`src/rtl/timer_core_if.sv`:
```
// Bus bundle for timer_core: load/start controls, raw pause button and timer status outputs.
interface timer_core_if #(
    parameter int TW = 17
);
    logic          load;
    logic [TW-1:0] start_time;
    logic          mode;
    logic          pause_n;
    logic [TW-1:0] value;
    logic          running;
    logic          done;
    logic          blink;

    modport master (
        output load, start_time, mode, pause_n,
        input  value, running, done, blink
    );

    modport slave (
        input  load, start_time, mode, pause_n,
        output value, running, done, blink
    );
endinterface

```
`src/rtl/timer_core.sv`:
```
// Count-down/count-up timer with a tick divider, a synchronised pause button and a blinking sticky done flag.
// Optional macro AUTO_RELOAD_EN: a terminal tick reloads the start value and pulses done instead of stopping.
module timer_core #(
    parameter int TW           = 17,
    parameter int TICK_CYCLES  = 50000000,
    parameter int BLINK_CYCLES = 25000000,
    parameter int DIV_W        = 32
) (
    input logic         clk,
    input logic         rst,
    timer_core_if.slave bus
);
    typedef enum logic [1:0] {IDLE, RUN, PAUSE, DONE} state_t;

    localparam logic [DIV_W-1:0] TICK_LAST  = DIV_W'(TICK_CYCLES - 1);
    localparam logic [DIV_W-1:0] BLINK_LAST = DIV_W'(BLINK_CYCLES - 1);

    state_t           state_q, state_d;
    logic [TW-1:0]    value_q, value_d;
    logic [TW-1:0]    target_q, target_d;
    logic [TW-1:0]    step_val;
    logic [DIV_W-1:0] tick_cnt_q, tick_cnt_d;
    logic [DIV_W-1:0] blink_cnt_q, blink_cnt_d;
    logic             mode_q, mode_d;
    logic             done_q, done_d;
    logic             blink_q, blink_d;
    logic             running_q, running_d;
    logic             sync1_q, sync1_d;
    logic             sync2_q, sync2_d;
    logic             hist_q, hist_d;
    logic             press, tick, terminal;

    // A press is a falling edge seen after two synchroniser stages.
    assign sync1_d  = bus.pause_n;
    assign sync2_d  = sync1_q;
    assign hist_d   = sync2_q;
    assign press    = hist_q & ~sync2_q;
    assign tick     = (state_q == RUN) && (tick_cnt_q == TICK_LAST);
    assign step_val = mode_q ? value_q + TW'(1) : value_q - TW'(1);
    assign terminal = mode_q ? (step_val == target_q) : (step_val == '0);

    always_comb begin
        state_d     = state_q;
        value_d     = value_q;
        target_d    = target_q;
        mode_d      = mode_q;
        tick_cnt_d  = tick_cnt_q;
        blink_cnt_d = blink_cnt_q;
        done_d      = done_q;
        blink_d     = blink_q;
`ifdef AUTO_RELOAD_EN
        done_d      = 1'b0;
`endif
        if (bus.load) begin
            tick_cnt_d  = '0;
            blink_cnt_d = '0;
            done_d      = 1'b0;
            blink_d     = 1'b0;
            if (bus.start_time == '0) begin
                state_d = IDLE;
                value_d = '0;
            end else begin
                state_d  = RUN;
                value_d  = bus.mode ? '0 : bus.start_time;
                target_d = bus.start_time;
                mode_d   = bus.mode;
            end
        end else begin
            case (state_q)
                RUN: begin
                    if (tick) begin
                        tick_cnt_d = '0;
                        if (terminal) begin
`ifdef AUTO_RELOAD_EN
                            value_d = mode_q ? '0 : target_q;
                            done_d  = 1'b1;
                            if (press) state_d = PAUSE;
`else
                            // Terminal tick wins over a simultaneous press.
                            value_d = step_val;
                            state_d = DONE;
                            done_d  = 1'b1;
`endif
                        end else begin
                            value_d = step_val;
                            if (press) state_d = PAUSE;
                        end
                    end else begin
                        tick_cnt_d = tick_cnt_q + DIV_W'(1);
                        if (press) state_d = PAUSE;
                    end
                end
                PAUSE: begin
                    if (press) state_d = RUN;
                end
                DONE: begin
                    if (blink_cnt_q == BLINK_LAST) begin
                        blink_cnt_d = '0;
                        blink_d     = ~blink_q;
                    end else begin
                        blink_cnt_d = blink_cnt_q + DIV_W'(1);
                    end
                    if (press) begin
                        state_d     = IDLE;
                        done_d      = 1'b0;
                        blink_d     = 1'b0;
                        blink_cnt_d = '0;
                    end
                end
                default: ;
            endcase
        end
        running_d = (state_d == RUN);
    end

    always_ff @(posedge clk or negedge rst) begin
        if (!rst) begin
            state_q     <= IDLE;
            value_q     <= '0;
            target_q    <= '0;
            mode_q      <= 1'b0;
            tick_cnt_q  <= '0;
            blink_cnt_q <= '0;
            done_q      <= 1'b0;
            blink_q     <= 1'b0;
            running_q   <= 1'b0;
            sync1_q     <= 1'b1;
            sync2_q     <= 1'b1;
            hist_q      <= 1'b1;
        end else begin
            state_q     <= state_d;
            value_q     <= value_d;
            target_q    <= target_d;
            mode_q      <= mode_d;
            tick_cnt_q  <= tick_cnt_d;
            blink_cnt_q <= blink_cnt_d;
            done_q      <= done_d;
            blink_q     <= blink_d;
            running_q   <= running_d;
            sync1_q     <= sync1_d;
            sync2_q     <= sync2_d;
            hist_q      <= hist_d;
        end
    end

    assign bus.value   = value_q;
    assign bus.running = running_q;
    assign bus.done    = done_q;
    assign bus.blink   = blink_q;
endmodule

```
`src/flat_wrapper.sv`:
```
// flat-port wrapper written by rule: the top's interface ports become plain ports
module timer_core_flat 
#(
    parameter int TW           = 17,
    parameter int TICK_CYCLES  = 50000000,
    parameter int BLINK_CYCLES = 25000000,
    parameter int DIV_W        = 32
)
  (clk, rst, bus_load, bus_start_time, bus_mode, bus_pause_n, bus_value, bus_running, bus_done, bus_blink);
  timer_core_if #(.TW(TW)) bus_i ();
  input logic clk;
  input logic rst;
  input wire logic [$bits(bus_i.load)-1:0] bus_load;
  input wire logic [$bits(bus_i.start_time)-1:0] bus_start_time;
  input wire logic [$bits(bus_i.mode)-1:0] bus_mode;
  input wire logic [$bits(bus_i.pause_n)-1:0] bus_pause_n;
  output wire logic [$bits(bus_i.value)-1:0] bus_value;
  output wire logic [$bits(bus_i.running)-1:0] bus_running;
  output wire logic [$bits(bus_i.done)-1:0] bus_done;
  output wire logic [$bits(bus_i.blink)-1:0] bus_blink;
  assign bus_i.load = bus_load;
  assign bus_i.start_time = bus_start_time;
  assign bus_i.mode = bus_mode;
  assign bus_i.pause_n = bus_pause_n;
  assign bus_value = bus_i.value;
  assign bus_running = bus_i.running;
  assign bus_done = bus_i.done;
  assign bus_blink = bus_i.blink;
  timer_core #(.TW(TW), .TICK_CYCLES(TICK_CYCLES), .BLINK_CYCLES(BLINK_CYCLES), .DIV_W(DIV_W)) u_core (.clk(clk), .rst(rst), .bus(bus_i));
endmodule
```
`config.mk`:
```
export PLATFORM = sky130hd
export DESIGN_NAME = timer_core_flat
export DESIGN_NICKNAME = d
export VERILOG_FILES = /design/src/rtl/timer_core_if.sv /design/src/rtl/timer_core.sv /design/src/flat_wrapper.sv
export SDC_FILE = /design/constraint.sdc
export NUM_CORES = 1
export LEC_CHECK = 0
export CORE_ASPECT_RATIO = 1.4
export CORE_MARGIN = 3
export CORE_UTILIZATION = 55
export CTS_CLUSTER_DIAMETER = 150
export DETAILED_ROUTE_END_ITERATION = 10
export DONT_BUFFER_PORTS = 1
export PLACE_DENSITY_LB_ADDON = 0.2
export SYNTH_ARGS = -nofsm -noshare
export SYNTH_HDL_FRONTEND = slang
export SYNTH_SLANG_ARGS = --single-unit
```
`constraint.sdc`:
```
create_clock -name clk -period 3.56 [get_ports clk]
set_input_delay 0.534 -clock clk [delete_from_list [all_inputs] [get_ports clk]]
set_output_delay 0.534 -clock clk [all_outputs]
set_load 0.01 [all_outputs]
```
==> flow_summary_export.csv <==
group,metric,value,unit
global_routing,grt-ovfl-total,0,
timing,layout_setup_ws,164.4,ps
worst_setup_path,critPathMaxFanout,10,
clock_network,cts_max_path_buffers,2,
power,internal_power,2.151,mW
synthesis,synth-seq-cells,107,
timing,setup_tns,0,ps
synthesis,syn-mean-instance-area,8.875,um2
die,dieArea,13290,um2
global_routing,grt_pass1_vias,5417,
placement,place_inst,869,
synthesis,synth_cell_types,74,
clock_network,root_buffer,"clkbuf_16",
min_path,hold_path.class,"in2async",
worst_setup_path,path_class,"reg2reg",
run_status,status,"finished, final reports clean",
timing,slew_violations,0,
cells_and_area,syn2layout_area_growth,8.508,%
routing,met2_length,8.527,mm
routing,met3_length,729,um
die,fp.dieW,98.29,um
placement,gp_congestion,0.9426,
die,core-area,11510,um2
timing,max_freq,294.5,MHz
routing,wl_met1,6.718,mm
global_routing,grt_max_degree,105,
die,rows,46,
power,comb_power_share,0.245,
timing,tightest_slew,1169,ps
clock_network,cts_tree,"yes",
clock_network,clk_pin_slew,70,ps
timing,fin_crit_sh,0.9538,
timing,fin_skew,12.05,ps
clock_network,clk_latency,350,ps
cells_and_area,regArea,2681,um2
worst_setup_path,startpoint_type,"flop",
routing,dr.pass1.iters,5,
die,io_pins,42,
synthesis,post-synth-top-area-cell,"dfrtp_1",
worst_setup_path,cp.arrival,3660,ps
run,maxCapViolations,0,
power,p_clk_frac,0.328,
cells_and_area,layout.cells.non_filler,887,
routing,top_layer_used,"met4",
power,power.density,436.3,nW/um2
routing,vias_per_cell,6.158,
global_routing,antenna_found_initial,0,
power,irDropWorstVdd,0.0002120,V
synthesis,yosysMostFrequentCell,"dfrtp_1",
power,power_switching,0.9545,mW
clock_network,cts_max_level,3,
clock_network,cts.sinks,107,
cells_and_area,final_nets,779,
timing,slew_headroom,0.2180,
synthesis,synthTopCellsByArea,"dfrtp_1, nor2_1, nand2_1",
timing,min_period,3396,ps
global_routing,grt_first_pass_wirelength,27.28,mm
routing,drt_drc_violations_left,0,
routing,num_vias,5462,
synthesis,syn_area,6559,um2
routing,drtIter0Drc,312,
die,initial_core_util,0.5698,
synthesis,synth_warnings,0,
worst_setup_path,required,3830,ps
synthesis,syn_inst,739,
timing,finalSetupViolations,0,
clock_network,cts_buffers,9,
placement,io_buffers,0,
placement,place_ws,129.9,ps
cells_and_area,n_antenna_cell,0,
synthesis,seq_area_frac_synth,0.4088,
timing,rsz0062_at_grt,"no",
synthesis,synth_edf_count,0,
power,seqPwrFrac,0.427,
cells_and_area,multi_input_area,3765,um2
global_routing,grtUsageTotal,0.2507,
synthesis,yosysTopAreaCellShare,0.3968,
synthesis,syn_nets,780,
routing,drt-total-wl,16.36,mm
synthesis,synthArstFlopShare,1.000,
cells_and_area,fill_cells,992,
routing,ant_nets,0,
cells_and_area,drive_gt1_frac,0.1104,
synthesis,ys_top_cells_by_count,"dfrtp_1, nor2_1, nand2_1, o21ai_0, a21oi_1",
power,switching_share,0.3074,
placement,dp_hpwl,11.58,mm
synthesis,yosys_most_used_dff,"dfrtp_1",
routing,wl_per_cell,18.44,um
worst_setup_path,crit_path_end_kind,"flop",
timing,hold_viol,0,
die,die_y,135.2,um
worst_setup_path,reg2reg_depth,12,
power,leakagePower,3.140,nW
-- worst paths after layout --
path                                       to  slack, ps           start
max                         u_core.state_q[1]        160   u_core.mode_q
min                             u_core.hist_q         30             rst
max reg2reg                 u_core.state_q[1]        160   u_core.mode_q
min reg2reg                     u_core.hist_d        360  u_core.sync1_q
max in group asynchronous  u_core.target_q[9]       3030             rst
min in group clk               u_core.sync1_q        180     bus_pause_n
-- power groups by stage --
| stage | registers (mW) | logic [mW] | clock network, mW |
|---|---|---|---|
| 6_report | 1.33 | 0.760 | 1.02 |
| 5_1_grt | 1.33 | 0.832 | 1.10 |
| 4_1_cts | 1.33 | 0.733 | 1.04 |
| 3_5_place_dp | 1.35 | 0.702 | 0 |
| 3_3_place_gp | 1.35 | 0.696 | 0 |
| 2_1_floorplan | 1.33 | 0.556 | 0 |
-- repair_timing --
item,4_1_cts,5_1_grt
resized for setup,0,7
hold buffers,1,0
endpoints found under the hold margin,104,0
endpoints found under the setup margin,0,3
setup buffers,0,1
-- cells in the final DEF (no fill, tap or decap), types with 6 or more instances in the layout --
cell type / synthesis / layout
a21o_1: 11 / 11
a21oi_1: 38 / 36
a2bb2oi_1: 6 / 6
and3_1: 23 / 23
buf_4: 0 / 18
clkbuf_16: 0 / 9
dfrtp_1: 104 / 104
ha_1: 18 / 18
inv_1: 8 / 8
mux2_2: 13 / 13
nand2_1: 85 / 85
nand3_1: 34 / 34
nand4_1: 21 / 21
nor2_1: 99 / 99
nor2b_1: 7 / 7
nor3_1: 8 / 8
nor4_1: 15 / 13
o21ai_0: 56 / 55
o21ai_1: 5 / 6
o31ai_1: 7 / 7
xnor2_1: 20 / 19
xor2_1: 36 / 36
-- flip-flops by register name, indices dropped and copies added, names as in the netlist, 2 cells and up --
name,flops
u_core.tick_cnt_q,32
u_core.state_q,2
u_core.target_q,17
u_core.bus.value,17
u_core.blink_cnt_q,32
-- cell type report --
cell class	count	share of cell area
inverters	8	0.004219
clock buffers	12	0.03463
well taps	144	0.02532
flip-flops and latches	107	0.3768
clock inverters	4	0.007208
multi-input cells	593	0.5290
repair buffers	19	0.02286
-- logic make-up after synthesis --
family                     after synthesis  share of synthesized area
xor gates and xnor gates                64                    0.09767
muxes                                   15                    0.02537
AOI/OAI and AO/OA                      164                     0.1587
adders and majority gates               19                    0.03739
and+or+nand+nor                        331                     0.2476
buffers and inverters                   39                    0.02442
DFF                                    107                     0.4088
-- routing by layer --
layer | vias to the layer above | GRT usage
met1 | 2649 | 0.3104
li1 | 2628 | -
met4 | 0 | 0.08580
met3 | 32 | 0.04225
met2 | 153 | 0.4424
met5 | - | 0
-- critical path, cell delays in order, from the launching register on --
cell	delay [ps]
dfrtp_1	410
inv_1	110
buf_4	190
ha_1	360
a211o_1	340
or3_1	340
o211ai_2	190
xor2_2	230
xor2_1	190
nand2_1	80
or4_4	540
and3_1	200
nor3_2	140
-- stage by stage --
| stage | hold slack (ps) | power, mW | cell area, um2 | util |
|---|---|---|---|---|
| 3_3_place_gp | 241.7 | 2.045 | 6750 | 0.5864 |
| 5_1_grt | 11.22 | 3.260 | 7117 | 0.6183 |
| 4_1_cts | 19.03 | 3.101 | 7076 | 0.6147 |
| 3_5_place_dp | 241.2 | 2.052 | 6750 | 0.5864 |
| 6_report | 26.93 | 3.105 | 7117 | 0.6183 |
| 2_1_floorplan | 238.4 | 1.890 | 6559 | - |
No activity file was read; power rests on OpenSTA's default activity.
